[src/rtl/afpm_operand_loader.sv]
// afpm_operand_loader
//
// Byte-serial operand framer in front of the logarithmic approximate FP
// multiplier core. Two 8-bit beats per operand (low byte first) arrive on
// parallel A/B byte lanes. They are assembled into a pair of FP16 operands and
// offered to the core through a valid/ready handshake. A completed pair is held
// under backpressure. A half-received frame is dropped after TIMEOUT idle
// cycles.
//
// Optional feature macro: AFPM_OPERAND_CLASSIFY_EN
//   defined     -> out_flags = {a_zero, a_special, b_zero, b_special}
//   not defined -> out_flags tied to 4'b0000, no classification logic
//
// Parameters
//   TIMEOUT    idle cycles tolerated in HI before the partial frame is dropped
//              (legal range 1..255)
//
// Ports
//   clk        rising-edge clock
//   rst        synchronous active-high reset
//   in_valid   byte beat present on in_a/in_b
//   in_ready   loader accepts a beat this cycle
//   in_a       operand A byte (low beat first)
//   in_b       operand B byte (low beat first)
//   out_valid  complete operand pair held
//   out_ready  core consumes the pair this cycle
//   out_a      operand A, FP16
//   out_b      operand B, FP16
//   out_flags  {a_zero, a_special, b_zero, b_special}
//   frame_err  one-cycle pulse when a partial frame is dropped
module afpm_operand_loader #(
  parameter int TIMEOUT = 15
) (
  input  logic        clk,
  input  logic        rst,
  input  logic        in_valid,
  output logic        in_ready,
  input  logic [7:0]  in_a,
  input  logic [7:0]  in_b,
  output logic        out_valid,
  input  logic        out_ready,
  output logic [15:0] out_a,
  output logic [15:0] out_b,
  output logic [3:0]  out_flags,
  output logic        frame_err
);

  localparam logic [7:0] LP_TIMEOUT = 8'(TIMEOUT);

  typedef enum logic [1:0] {
    ST_LO   = 2'd0,
    ST_HI   = 2'd1,
    ST_FULL = 2'd2
  } state_t;

  state_t      r_state;
  state_t      w_stateNext;
  logic [15:0] r_a;
  logic [15:0] r_b;
  logic [7:0]  r_idle;
  logic        r_frameErr;

  logic        w_loadLo;
  logic        w_loadHi;
  logic        w_timeout;
  logic        w_idleInc;

  always_ff @(posedge clk) begin
    if (rst) begin
      r_state <= ST_LO;
    end else begin
      r_state <= w_stateNext;
    end
  end

  // In HI a beat always wins over the timeout, so a high beat arriving on the
  // very edge the counter would expire still completes the frame.
  // In FULL the loader accepts a new low beat only on the edge the held pair
  // leaves, which gives one pair every two cycles with back-to-back beats.
  always_comb begin
    w_stateNext = r_state;
    in_ready    = 1'b0;
    w_loadLo    = 1'b0;
    w_loadHi    = 1'b0;
    w_timeout   = 1'b0;
    w_idleInc   = 1'b0;
    case (r_state)
      ST_LO: begin
        in_ready = 1'b1;
        if (in_valid) begin
          w_loadLo    = 1'b1;
          w_stateNext = ST_HI;
        end
      end
      ST_HI: begin
        in_ready = 1'b1;
        if (in_valid) begin
          w_loadHi    = 1'b1;
          w_stateNext = ST_FULL;
        end else if ((r_idle + 8'd1) >= LP_TIMEOUT) begin
          w_timeout   = 1'b1;
          w_stateNext = ST_LO;
        end else begin
          w_idleInc = 1'b1;
        end
      end
      ST_FULL: begin
        in_ready = out_ready;
        if (out_ready) begin
          if (in_valid) begin
            w_loadLo    = 1'b1;
            w_stateNext = ST_HI;
          end else begin
            w_stateNext = ST_LO;
          end
        end
      end
      default: begin
        w_stateNext = ST_LO;
      end
    endcase
  end

  // The idle counter saturates at TIMEOUT on the dropping edge and is cleared
  // by the next accepted low beat.
  always_ff @(posedge clk) begin
    if (rst) begin
      r_a        <= 16'h0000;
      r_b        <= 16'h0000;
      r_idle     <= 8'd0;
      r_frameErr <= 1'b0;
    end else begin
      r_frameErr <= w_timeout;
      if (w_loadLo) begin
        r_a[7:0] <= in_a;
        r_b[7:0] <= in_b;
      end
      if (w_loadHi) begin
        r_a[15:8] <= in_a;
        r_b[15:8] <= in_b;
      end
      if (w_loadLo) begin
        r_idle <= 8'd0;
      end else if (w_timeout) begin
        r_idle <= LP_TIMEOUT;
      end else if (w_idleInc) begin
        r_idle <= r_idle + 8'd1;
      end
    end
  end

`ifdef AFPM_OPERAND_CLASSIFY_EN
  logic [15:0] w_nextA;
  logic [15:0] w_nextB;
  logic [3:0]  r_flags;

  // Classify the operand as it will be once the high byte lands, so the flags
  // become valid together with out_valid.
  assign w_nextA = {in_a, r_a[7:0]};
  assign w_nextB = {in_b, r_b[7:0]};

  always_ff @(posedge clk) begin
    if (rst) begin
      r_flags <= 4'b0000;
    end else if (w_loadHi) begin
      r_flags <= {(w_nextA[14:0] == 15'd0), (w_nextA[14:10] == 5'h1F),
                  (w_nextB[14:0] == 15'd0), (w_nextB[14:10] == 5'h1F)};
    end
  end

  assign out_flags = r_flags;
`else
  assign out_flags = 4'b0000;
`endif

  assign out_valid = (r_state == ST_FULL);
  assign out_a     = r_a;
  assign out_b     = r_b;
  assign frame_err = r_frameErr;

endmodule
[config.mk]
export PLATFORM = sky130hd
export DESIGN_NAME = afpm_operand_loader
export DESIGN_NICKNAME = d
export VERILOG_FILES = /design/src/rtl/afpm_operand_loader.sv
export SDC_FILE = /design/constraint.sdc
export NUM_CORES = 1
export LEC_CHECK = 0
export BUFFER_PORTS_ARGS = -buffer_cell sky130_fd_sc_hd__buf_2
export CAP_MARGIN = 20
export CORE_ASPECT_RATIO = 0.7
export CORE_MARGIN = 1.5
export CORE_UTILIZATION = 50
export CTS_CLUSTER_SIZE = 14
export DETAILED_ROUTE_END_ITERATION = 10
export GPL_TIMING_DRIVEN = 0
export PLACE_DENSITY = 0.87
export SLEW_MARGIN = 40
export SYNTH_ARGS = -nofsm -noshare
export SYNTH_HDL_FRONTEND = slang
export SYNTH_SLANG_ARGS = --single-unit
[constraint.sdc]
create_clock -name clk -period 3.6 [get_ports clk]
set_input_delay 0.72 -clock clk [delete_from_list [all_inputs] [get_ports clk]]
set_output_delay 0.72 -clock clk [all_outputs]
set_load 0.03 [all_outputs]
Yosys cells after proc, flatten, opt, wreduce, memory -nomap -nowiden
Cells that the tools add are included.
{"block": "totals", "mem_bits_rw": 0, "word_cells": 40, "out_inout_bits": 39, "in_bits": 20, "latchBits": 0, "rom_bits": 0, "regBits": 43, "memories": 0}
{"block": "classes", "n_div": 0, "addsub": 1, "reduce_logical": 6, "bitwise": 0, "eq_ne": 5, "multipliers": 0, "muxes": 19, "magnitude_cmp": 1, "shifts": 0}
{"op": "$mux W1", "count": 10}
{"op": "$add A8 B1 Y8 const B", "count": 1}
{"op": "$ge A8 B4 Y1 const B", "count": 1}
{"op": "$mux W2", "count": 4}
{"op": "$mux W4", "count": 2}
{"op": "$pmux W2 S3", "count": 1}
{"op": "$pmux W1 S2", "count": 2}
{"op": "$reduce_or A2 Y1", "count": 2}
{"op": "$ne A3 B3 Y1 const B", "count": 1}
{"op": "$reduce_and A3 Y1", "count": 1}
{"op": "$reduce_or A3 Y1", "count": 1}
{"op": "$eq A2 B1 Y1 const B", "count": 1}
{"op": "$eq A2 B2 Y1 const B", "count": 1}
{"op": "$logic_not A2 Y1", "count": 1}
{"op": "$ne A2 B1 Y1 const B", "count": 1}
{"op": "$ne A2 B2 Y1 const B", "count": 1}
{"op": "$reduce_bool A2 Y1", "count": 1}

Logic depth before layout (Yosys ltp)
Gate-level depths: netlist of run 1.
{"block": "logic_depth", "ltp_word": 7, "ltp_mapped": 6, "mapped_depth_nobuf": 6}

Worst setup path before layout of run 1
Ideal clock, no wire load.
{"block": "synth_timing", "path_type": "input-to-output", "from": "input port out_ready", "to": "output port in_ready", "n_path_buf": 0, "path_stages": 2, "arrival_time_ns": 1.441, "t_required_ns": 2.880, "path_slack_ns": 1.439, "cell_sequence": "inv_1 -> o21ai_0"}
{"block": "synth_via", "elab_chain_cells": 1}
{"item": "from (decl)", "line": "41", "text": "input logic out_ready,"}
{"item": "$pmux W1 S2", "line": "87", "text": "case (r_state)"}
{"item": "to (decl)", "line": "37", "text": "output logic in_ready,"}
Every way passes these cells.

Worst setup path in the final report of run 1
Same ends and word-level chain as after synthesis.

==> results of run 1 <==
-- worst paths after layout --
kind / to / cells after the start / startpoint
worst min register to register: out_a[9] / 2 / out_a[9]
worst max register to register: r_idle[3] / 6 / r_idle[0]
worst min-delay path: out_a[9] / 2 / out_a[9]
worst max-delay path: in_ready / 4 / out_ready
-- critical path, cell delays in order --
cell,delay [ns]
buf_2,0.07
inv_1,0.05
o21ai_0,0.13
buf_2,0.22
-- metal layers --
layer / up-vias / track usage, %
met2: 68 / 32.87
met1: 657 / 27.69
met3: 2 / 8.333
met5: - / 0
li1: 751 / -
met4: 0 / 2.830
-- cell usage after synthesis, drive strengths merged --
| library cell | number |
|---|---|
| a211o | 2 |
| a21oi | 21 |
| a311oi | 2 |
| a31oi | 5 |
| and2 | 1 |
| and3 | 6 |
| and4 | 1 |
| and4b | 1 |
| buf | 8 |
| clkbuf | 4 |
| conb | 1 |
| dfxtp | 43 |
| ha | 2 |
| inv | 4 |
| mux2i | 16 |
| nand2 | 35 |
| nand3 | 1 |
| nand3b | 2 |
| nand4 | 2 |
| nor2 | 17 |
| nor2b | 3 |
| nor3 | 1 |
| nor3b | 2 |
| o211a | 1 |
| o21ai | 3 |
| xnor2 | 3 |
-- stage by stage --
stage          cell area, µm²  setup slack [ns]  std cells  power [mW]  util, %
6_report                 2128             1.691        288       1.003    66.71
5_1_grt                  2128             1.644        288       1.054    66.71
4_1_cts                  2128             1.678        288       1.014    66.71
3_5_place_dp             2026             1.580        281      0.6634    63.49
3_3_place_gp             2026             1.592        281      0.6599    63.49
2_1_floorplan            1713             1.439        190      0.6189        -
-- cell type report --
class	count	area [µm²]
tap	38	47.55
inverter	4	15.01
sequential	43	860.8
fill	260	1062
multi-input combinational	131	770.7
clock inverter	1	30.03
buffer	12	66.31
timing repair buffer	53	265.3
clock buffer	6	72.57
-- flip-flops by register name (all words and copies together) (netlist names) --
name,cells
out_b,16
frame_err,1
out_a,16
r_state,2
r_idle,8
-- cell families (layout without fill, tap and decap cells) --
logic type	count (synthesis)	in the layout	share of synthesized area, %
other	1	4	0.2204
buffers and inverters	16	76	4.779
xor gates and xnor gates	3	3	1.544
and+or+nand+nor	72	72	19.78
muxes	16	16	9.412
adders and majority gates	2	2	1.470
AOI/OAI and AO/OA	34	34	12.21
DFF	43	43	50.59
-- power groups by stage --
stage / clock, mW / sequential, mW / combinational [mW]
floorplan: 0 / 0.555 / 0.0637
global placement: 0 / 0.518 / 0.142
detailed placement: 0 / 0.519 / 0.144
CTS: 0.360 / 0.508 / 0.145
global route: 0.386 / 0.511 / 0.157
finish: 0.350 / 0.508 / 0.144
==> impl_metrics.json, run 1 <==
{
  "areaGrowthSynthToFinish_pct": 25.07,
  "htree_levels": 2,
  "antenna_found_initial": 0,
  "nets": 272,
  "dr_total_vias": 1478,
  "syn_inst": 187,
  "antennaDiodeCount": 0,
  "io_pins": 59,
  "p_sw_uw": 254.2,
  "startpoint_type": "input port",
  "cts_tree": "built",
  "vias_per_cell": 5.132,
  "layout_commonest_cell": "buf_2",
  "irDropWorstVdd_v": 0.0003312,
  "ctsResizeCount": 0,
  "drv_cap": 0,
  "p_seq_share_pct": 50.7,
  "synth_seq_cells": 43,
  "core_region_area_um2": 3191,
  "routed_wl_mm": 3.595,
  "path_max_fanout": 3,
  "wl_met2_mm": 1.616,
  "start_util_pct": 53.33,
  "hold_viol_final": 0,
  "period_needed_ns": 1.909,
  "fmaxAchievable_mhz": 523.9,
  "synth_cell_types": 30,
  "syn_area_um2": 1702,
  "switching_share_pct": 25.35,
  "p_leak_nw": 1.045,
  "grt_pass1_wl_mm": 5.934,
  "die_w_um": 72.73,
  "yosysTopAreaCellShare_pct": 50.59,
  "grt_max_degree": 13,
  "finClkSkew_ns": 0.004544,
  "cts_buffers": 5,
  "port-buffer-count": 53,
  "drive_gt1_share_pct": 27.60,
  "grt_overflow": 0,
  "hold_buffers": 0,
  "final_max_slew_viol_count": 0,
  "wl_met1_mm": 1.644,
  "drc_errors": 0,
  "maxUsedRoutingLayer": "met4",
  "crit_path_end_kind": "output pin",
  "yosysTopAreaCell": "dfxtp_1",
  "critPathKind": "input port to output pin",
  "cts_sinks": 43,
  "synth_area_leaders": "dfxtp_1 51%, mux2i_1 9.4%, nand2_1 7.7%",
  "syn_avg_cell_area_um2": 9.100,
  "finalSetupViolCount": 0,
  "met3_length_um": 326,
  "rsz0062_at_grt": "false",
  "timing.hold.ws_ns": 0.4543,
  "dr.first_iter.drc_count": 56,
  "status": "finished clean",
  "cts_buffer_depth": 2,
  "hpwlAfterDp_mm": 2.646,
  "first_pass_iters": 4,
  "grt_usage_pct": 20.86,
  "worst_ep_arrival_time_ns": 1.19,
  "fin_setup_tns_ns": 0,
  "die_height_um": 51.81,
  "place.gp.congestion": 0.7828,
  "cts_setup_buffers": 0,
  "p_int_uw": 748.6,
  "final_cell_mix": "55 x buf_2, 43 x dfxtp_1, 35 x nand2_1, 20 x a21oi_1, 17 x nor2_1",
  "power.share.clock_pct": 35.0,
  "comb_power_share_pct": 14.4,
  "fp-row-count": 17,
  "cp.required_ns": 2.88,
  "die-area_um2": 3768,
  "fin_crit_sh_pct": 53.02,
  "cts.clk_slew.worst_paths_ns": 0.08,
  "ant_nets": 0,
  "hp-class": "flop to flop",
  "power.density_nw_per_um2": 471.2,
  "cts_root_buf": "clkbuf_8",
  "clkLatencyLatePin_ns": 0.28,
  "yosysSeqAreaShare_pct": 50.59,
  "grt_pass1_vias": 1285,
  "yosysWarnings": 0,
  "routedWlPerCell_um": 12.48,
  "rrSetupSlack_ns": 1.76
}
(Power assumes the default switching activity.)
==> run 2: changes to the inputs <==
--- a/config.mk
+++ b/config.mk
@@ -9,11 +9,11 @@
 export CAP_MARGIN = 20
 export CORE_ASPECT_RATIO = 0.7
 export CORE_MARGIN = 1.5
-export CORE_UTILIZATION = 50
+export CORE_UTILIZATION = 49
 export CTS_CLUSTER_SIZE = 14
 export DETAILED_ROUTE_END_ITERATION = 10
 export GPL_TIMING_DRIVEN = 0
-export PLACE_DENSITY = 0.87
+export PLACE_DENSITY = 0.85
 export SLEW_MARGIN = 40
 export SYNTH_ARGS = -nofsm -noshare
 export SYNTH_HDL_FRONTEND = slang
==> constraint.sdc (replaced) <==
create_clock -name clk -period 1.9 [get_ports clk]
set_input_delay 0.38 -clock clk [delete_from_list [all_inputs] [get_ports clk]]
set_output_delay 0.38 -clock clk [all_outputs]
set_load 0.03 [all_outputs]
==> run 2 against run 1 <==
Against the previous run:
- total power up 96%
- worst setup slack worse by 1.5 ns
- global-route usage up 0.83 points
- critical endpoint is now r_idle[1]
- highest routed layer unchanged
==> impl_metrics.json, run 2 (synthesized netlist as in run 1, its figures left out) <==
{
  "status": "finished clean",
  "cts_buffer_depth": 2,
  "worst_ep_arrival_time_ns": 1.86,
  "hpwlAfterDp_mm": 2.713,
  "cts_setup_buffers": 0,
  "cts_root_buf": "clkbuf_8",
  "port-buffer-count": 53,
  "grt_pass1_wl_mm": 6.161,
  "final_cell_mix": "55 x buf_2, 43 x dfxtp_1, 35 x nand2_1, 20 x a21oi_1, 17 x nor2_1",
  "final_max_slew_viol_count": 0,
  "fin_crit_sh_pct": 89.43,
  "htree_levels": 2,
  "dr.first_iter.drc_count": 89,
  "drive_gt1_share_pct": 28.69,
  "die_height_um": 52.31,
  "grt_pass1_vias": 1366,
  "nets": 272,
  "worstMarginPinSlew_ns": 0.5487,
  "startpoint": "r_idle[0]",
  "rsz0062_at_grt": "false",
  "fin_setup_tns_ns": 0,
  "cts_sinks": 43,
  "layout_commonest_cell": "buf_2",
  "hp-class": "input port to flop",
  "fin_area_um2": 2161,
  "cts_tree": "built",
  "routedWlPerCell_um": 12.77,
  "reg2reg_to": "r_idle[1]",
  "die-area_um2": 3841,
  "p_total_mw": 1.961,
  "rrSetupSlack_ns": 0.20,
  "first_pass_iters": 4,
  "cts.clk_slew.worst_paths_ns": 0.08,
  "drc_errors": 0,
  "io_pins": 59,
  "crit_path_end_kind": "flop",
  "fp-row-count": 17,
  "stdcell_count": 298,
  "place_inst": 290,
  "finalSetupViolCount": 0,
  "power.density_nw_per_um2": 907.8,
  "ant_nets": 0,
  "hold_viol_final": 0,
  "reg2reg_from": "r_idle[0]",
  "drv_cap": 0,
  "p_leak_nw": 1.056,
  "antennaDiodeCount": 0,
  "finClkSkew_ns": 0.004789,
  "grt_max_degree": 14,
  "fmaxAchievable_mhz": 588.5,
  "core_region_area_um2": 3233,
  "dp_slack_ns": 0.1570,
  "vias_per_cell": 5.050,
  "grt_overflow": 0,
  "timing.hold.ws_ns": 0.3268,
  "irDropWorstVdd_v": 0.0005843,
  "antenna_found_initial": 0,
  "areaGrowthSynthToFinish_pct": 26.99,
  "routed_wl_mm": 3.806,
  "period_needed_ns": 1.699,
  "slew_headroom_pct": 63.34,
  "clkLatencyLatePin_ns": 0.30,
  "dr_total_vias": 1505,
  "critPathKind": "flop to flop",
  "path_max_fanout": 7,
  "start_util_pct": 52.63,
  "finalCoreUtilization_pct": 66.83,
  "grt_usage_pct": 21.69,
  "placed_cell_area_um2": 2037,
  "place.gp.congestion": 0.8344,
  "die_w_um": 73.44,
  "cp-endpoint": "r_idle[1]",
  "setup_ws_ns": 0.2009,
  "ff2ff_path_depth": 6,
  "cp.required_ns": 2.06,
  "cts_buffers": 5,
  "startpoint_type": "flop"
}
[run 2: cell types whose count changed in the layout (fill, tap and decap cells not counted), sizes merged]
cell / before / now
clkinv: 0 / 1
[run 2: layout make-up]
type	instances	area, µm²
multi-input cells	131	777.0
inverters	4	15.01
plain buffers	12	66.31
clock inverters	2	35.03
repair buffers	53	265.3
clock buffers	6	82.58
flip-flops and latches	43	860.8
well taps	47	58.81
fillers	276	1072
[run 2: power by group]
group          switching, mW  leakage [nW]  internal (mW)  total [mW]
clock                  0.297        0.0612          0.425       0.721
combinational          0.183         0.644         0.0934       0.276
sequential            0.0238         0.350          0.940       0.964
[run 2: worst min path at each step]
stage          startpoint         to  slack [ns]  cells past startpoint
2_1_floorplan   r_idle[7]  r_idle[7]        0.49                      1
3_3_place_gp    out_a[10]  out_a[10]        0.44                      2
3_5_place_dp    out_a[14]  out_a[14]        0.44                      2
4_1_cts           in_b[5]  out_b[13]        0.32                      3
5_1_grt           in_b[3]  out_b[11]        0.33                      3
6_report          in_b[5]  out_b[13]        0.33                      3
[run 2: routing by layer]
metal | vias up | GRT usage [%] | wire length [µm]
li1 | 751 | - | -
met1 | 693 | 28.33 | 1845
met2 | 47 | 31.82 | 1641
met3 | 14 | 6.538 | 231
met4 | 0 | 12.35 | 87
met5 | - | 0 | 0
[run 2: timing repair]
action | CTS | global route
resized for setup | 0 | 1
setup endpoints to repair | 0 | 2
hold buffers | 0 | 0
[run 2: worst max-delay path: stages (launching register included)]
cell      delay [ns]
dfxtp_1         0.37
ha_1            0.29
a311oi_1        0.28
a31oi_1         0.10
a21oi_4         0.20
and2_1          0.21
a31oi_1         0.10
==> run 3: changes to the inputs <==
--- a/config.mk
+++ b/config.mk
@@ -5,6 +5,7 @@
 export SDC_FILE = /design/constraint.sdc
 export NUM_CORES = 1
 export LEC_CHECK = 0
+export ABC_AREA = 1
 export BUFFER_PORTS_ARGS = -buffer_cell sky130_fd_sc_hd__buf_2
 export CAP_MARGIN = 20
 export CORE_ASPECT_RATIO = 0.7
@@ -12,6 +13,7 @@
 export CORE_UTILIZATION = 49
 export CTS_CLUSTER_SIZE = 14
 export DETAILED_ROUTE_END_ITERATION = 10
+export GPL_ROUTABILITY_DRIVEN = 0
 export GPL_TIMING_DRIVEN = 0
 export PLACE_DENSITY = 0.85
 export SLEW_MARGIN = 40
==> constraint.sdc (replaced) <==
create_clock -name clk -period 1.9 [get_ports clk]
set_input_delay 0.095 -clock clk [delete_from_list [all_inputs] [get_ports clk]]
set_output_delay 0.095 -clock clk [all_outputs]
set_load 0.03 [all_outputs]
==> run 3 against run 2 <==
Against the previous run:
- count of clock-buffer cells in the layout shrank 1
- final cell count increased by 15%
- hold slack got worse by 0.31 ns
- first-iteration DRC count up 44%
- fmax up 14%
- die area up 3.2%
- design area up 2.4%
- critical endpoint unchanged
==> impl_metrics.json, run 3 <==
{
  "ant_nets": 0,
  "p_leak_nw": 1.047,
  "reg2reg_from": "r_idle[1]",
  "crit_path_end_kind": "flop",
  "final_cell_mix": "56 x buf_2, 43 x nor2_1, 43 x dfxtp_1, 37 x o21ai_0, 31 x inv_1",
  "path_max_fanout": 5,
  "die_w_um": 74.62,
  "yosysSeqAreaShare_pct": 48.93,
  "yosysTopAreaCellShare_pct": 48.93,
  "synth-main-ff-cell": "dfxtp_1",
  "fmaxAchievable_mhz": 672.3,
  "startpoint_type": "flop",
  "cts_setup_buffers": 0,
  "core_region_area_um2": 3276,
  "hold_depth": 2,
  "yosysTopAreaCell": "dfxtp_1",
  "finalCoreUtilization_pct": 67.53,
  "cts_tree": "built",
  "syn_inst": 230,
  "yosysWarnings": 0,
  "dr.first_iter.drc_count": 128,
  "first_pass_iters": 4,
  "routed_wl_mm": 3.909,
  "cts_buffer_depth": 2,
  "period_needed_ns": 1.487,
  "cts_sinks": 43,
  "hold_buffers": 0,
  "antennaDiodeCount": 0,
  "clkLatencyLatePin_ns": 0.30,
  "layout_commonest_cell": "buf_2",
  "areaGrowthSynthToFinish_pct": 25.75,
  "reg2reg_to": "r_idle[1]",
  "antenna_found_initial": 0,
  "ff2ff_path_depth": 7,
  "dr_total_vias": 1604,
  "io_pins": 59,
  "die-area_um2": 3964,
  "async_reset_ff_share_pct": 0,
  "hpwlAfterDp_mm": 3.088,
  "synth_edf_count": 0,
  "power.density_nw_per_um2": 912.3,
  "holdPathEnd": "r_state[0]",
  "grt_overflow": 0,
  "p_total_mw": 2.018,
  "grt_pass1_wl_mm": 6.099,
  "cp.required_ns": 2.09,
  "rsz0062_at_grt": "false",
  "hp-class": "input port to flop",
  "nets": 316,
  "die_height_um": 53.13,
  "drive_gt1_share_pct": 28.47,
  "grt_pass1_vias": 1352,
  "worst_ep_arrival_time_ns": 1.68,
  "final_max_slew_viol_count": 0,
  "fin_crit_sh_pct": 78.28,
  "ctsResizeCount": 0,
  "fp-row-count": 17,
  "cts.clk_slew.worst_paths_ns": 0.08,
  "htree_levels": 2,
  "cts_buffers": 5,
  "port-buffer-count": 54,
  "critPathKind": "flop to flop",
  "syn_avg_cell_area_um2": 7.649,
  "hold_viol_final": 0,
  "fin_setup_tns_ns": 0,
  "rrSetupSlack_ns": 0.41,
  "cts_root_buf": "clkbuf_8",
  "routedWlPerCell_um": 11.43,
  "ys_top_cells_by_count": "43 x dfxtp_1, 43 x nor2_1, 37 x o21ai_0",
  "drc_errors": 0,
  "synth_area_leaders": "dfxtp_1 49%, o21ai_0 11%, nor2_1 9.2%",
  "irDropWorstVdd_v": 0.0005363,
  "hp-start": "rst",
  "start_util_pct": 53.71,
  "finalSetupViolCount": 0,
  "drv_cap": 0,
  "grt_max_degree": 15,
  "synth_cell_types": 25,
  "status": "finished clean",
  "vias_per_cell": 4.690,
  "synth_seq_cells": 43,
  "grt_usage_pct": 21.05,
  "finClkSkew_ns": 0.01107,
  "syn_area_um2": 1759
}
[run 3: layout make-up]
cell class / instances / area (µm²)
tap: 47 / 58.81
fill: 300 / 1064
buffer: 12 / 66.31
clock inverter: 3 / 43.79
timing repair buffer: 54 / 270.3
clock buffer: 5 / 68.82
inverter: 33 / 123.9
sequential: 43 / 860.8
multi-input combinational: 145 / 719.4
[run 3: worst max path at each step]
stage	from	end	slack, ns	cells after the start
after floorplan	r_idle[0]	r_idle[0]	0.60	7
after global placement	r_idle[1]	r_idle[3]	0.51	7
after detailed placement	r_idle[1]	r_idle[2]	0.47	7
after CTS	r_idle[1]	r_idle[1]	0.41	7
after global routing	r_idle[1]	r_idle[1]	0.31	8
final	r_idle[1]	r_idle[1]	0.41	7
[run 3: where the power goes]
group	switching (mW)	internal, mW	leakage, nW
combinational	0.238	0.101	0.636
sequential	0.0281	0.957	0.353
clock	0.302	0.391	0.0581
total	0.569	1.45	1.05
[run 3: stage by stage]
step	area [µm²]	setup slack (ns)	hold slack (ns)	instances
after floorplan	1770	0.6011	0.1574	233
after global placement	2100	0.5077	0.3215	334
after detailed placement	2100	0.4688	0.3232	334
after CTS	2212	0.4139	0.01699	342
after global routing	2212	0.3106	0.02072	342
final	2212	0.4126	0.02081	342
[run 3: metal layers]
| layer | share of wire, % | global-route usage, % | up-vias | wire length (µm) |
|---|---|---|---|---|
| met5 | 0 | 0 | - | 0 |
| met3 | 6.8 | 5.333 | 7 | 264 |
| met2 | 44 | 31.10 | 51 | 1704 |
| met1 | 48 | 29.23 | 696 | 1881 |
| met4 | 1.5 | 8.485 | 0 | 58 |
| li1 | - | - | 850 | - |
[run 3: cell families after synthesis]
logic type                 after synthesis  synth area share (%)
and+or+nand+nor                         80                 20.77
AOI/OAI and AO/OA                       58                 17.35
buffers and inverters                   45                 10.81
DFF                                     43                 48.93
adders and majority gates                2                 1.422
xor gates and xnor gates                 1                0.4980
other                                    1                0.2132
[run 3: critical path, cell delays in order (launching register included)]
cell and delay [ns]:
dfxtp_1 0.35, ha_1 0.23, xnor2_1 0.30, nor2_4 0.05, nand2_2 0.10, nand4_4 0.14
nor2_1 0.15, nor2_1 0.06
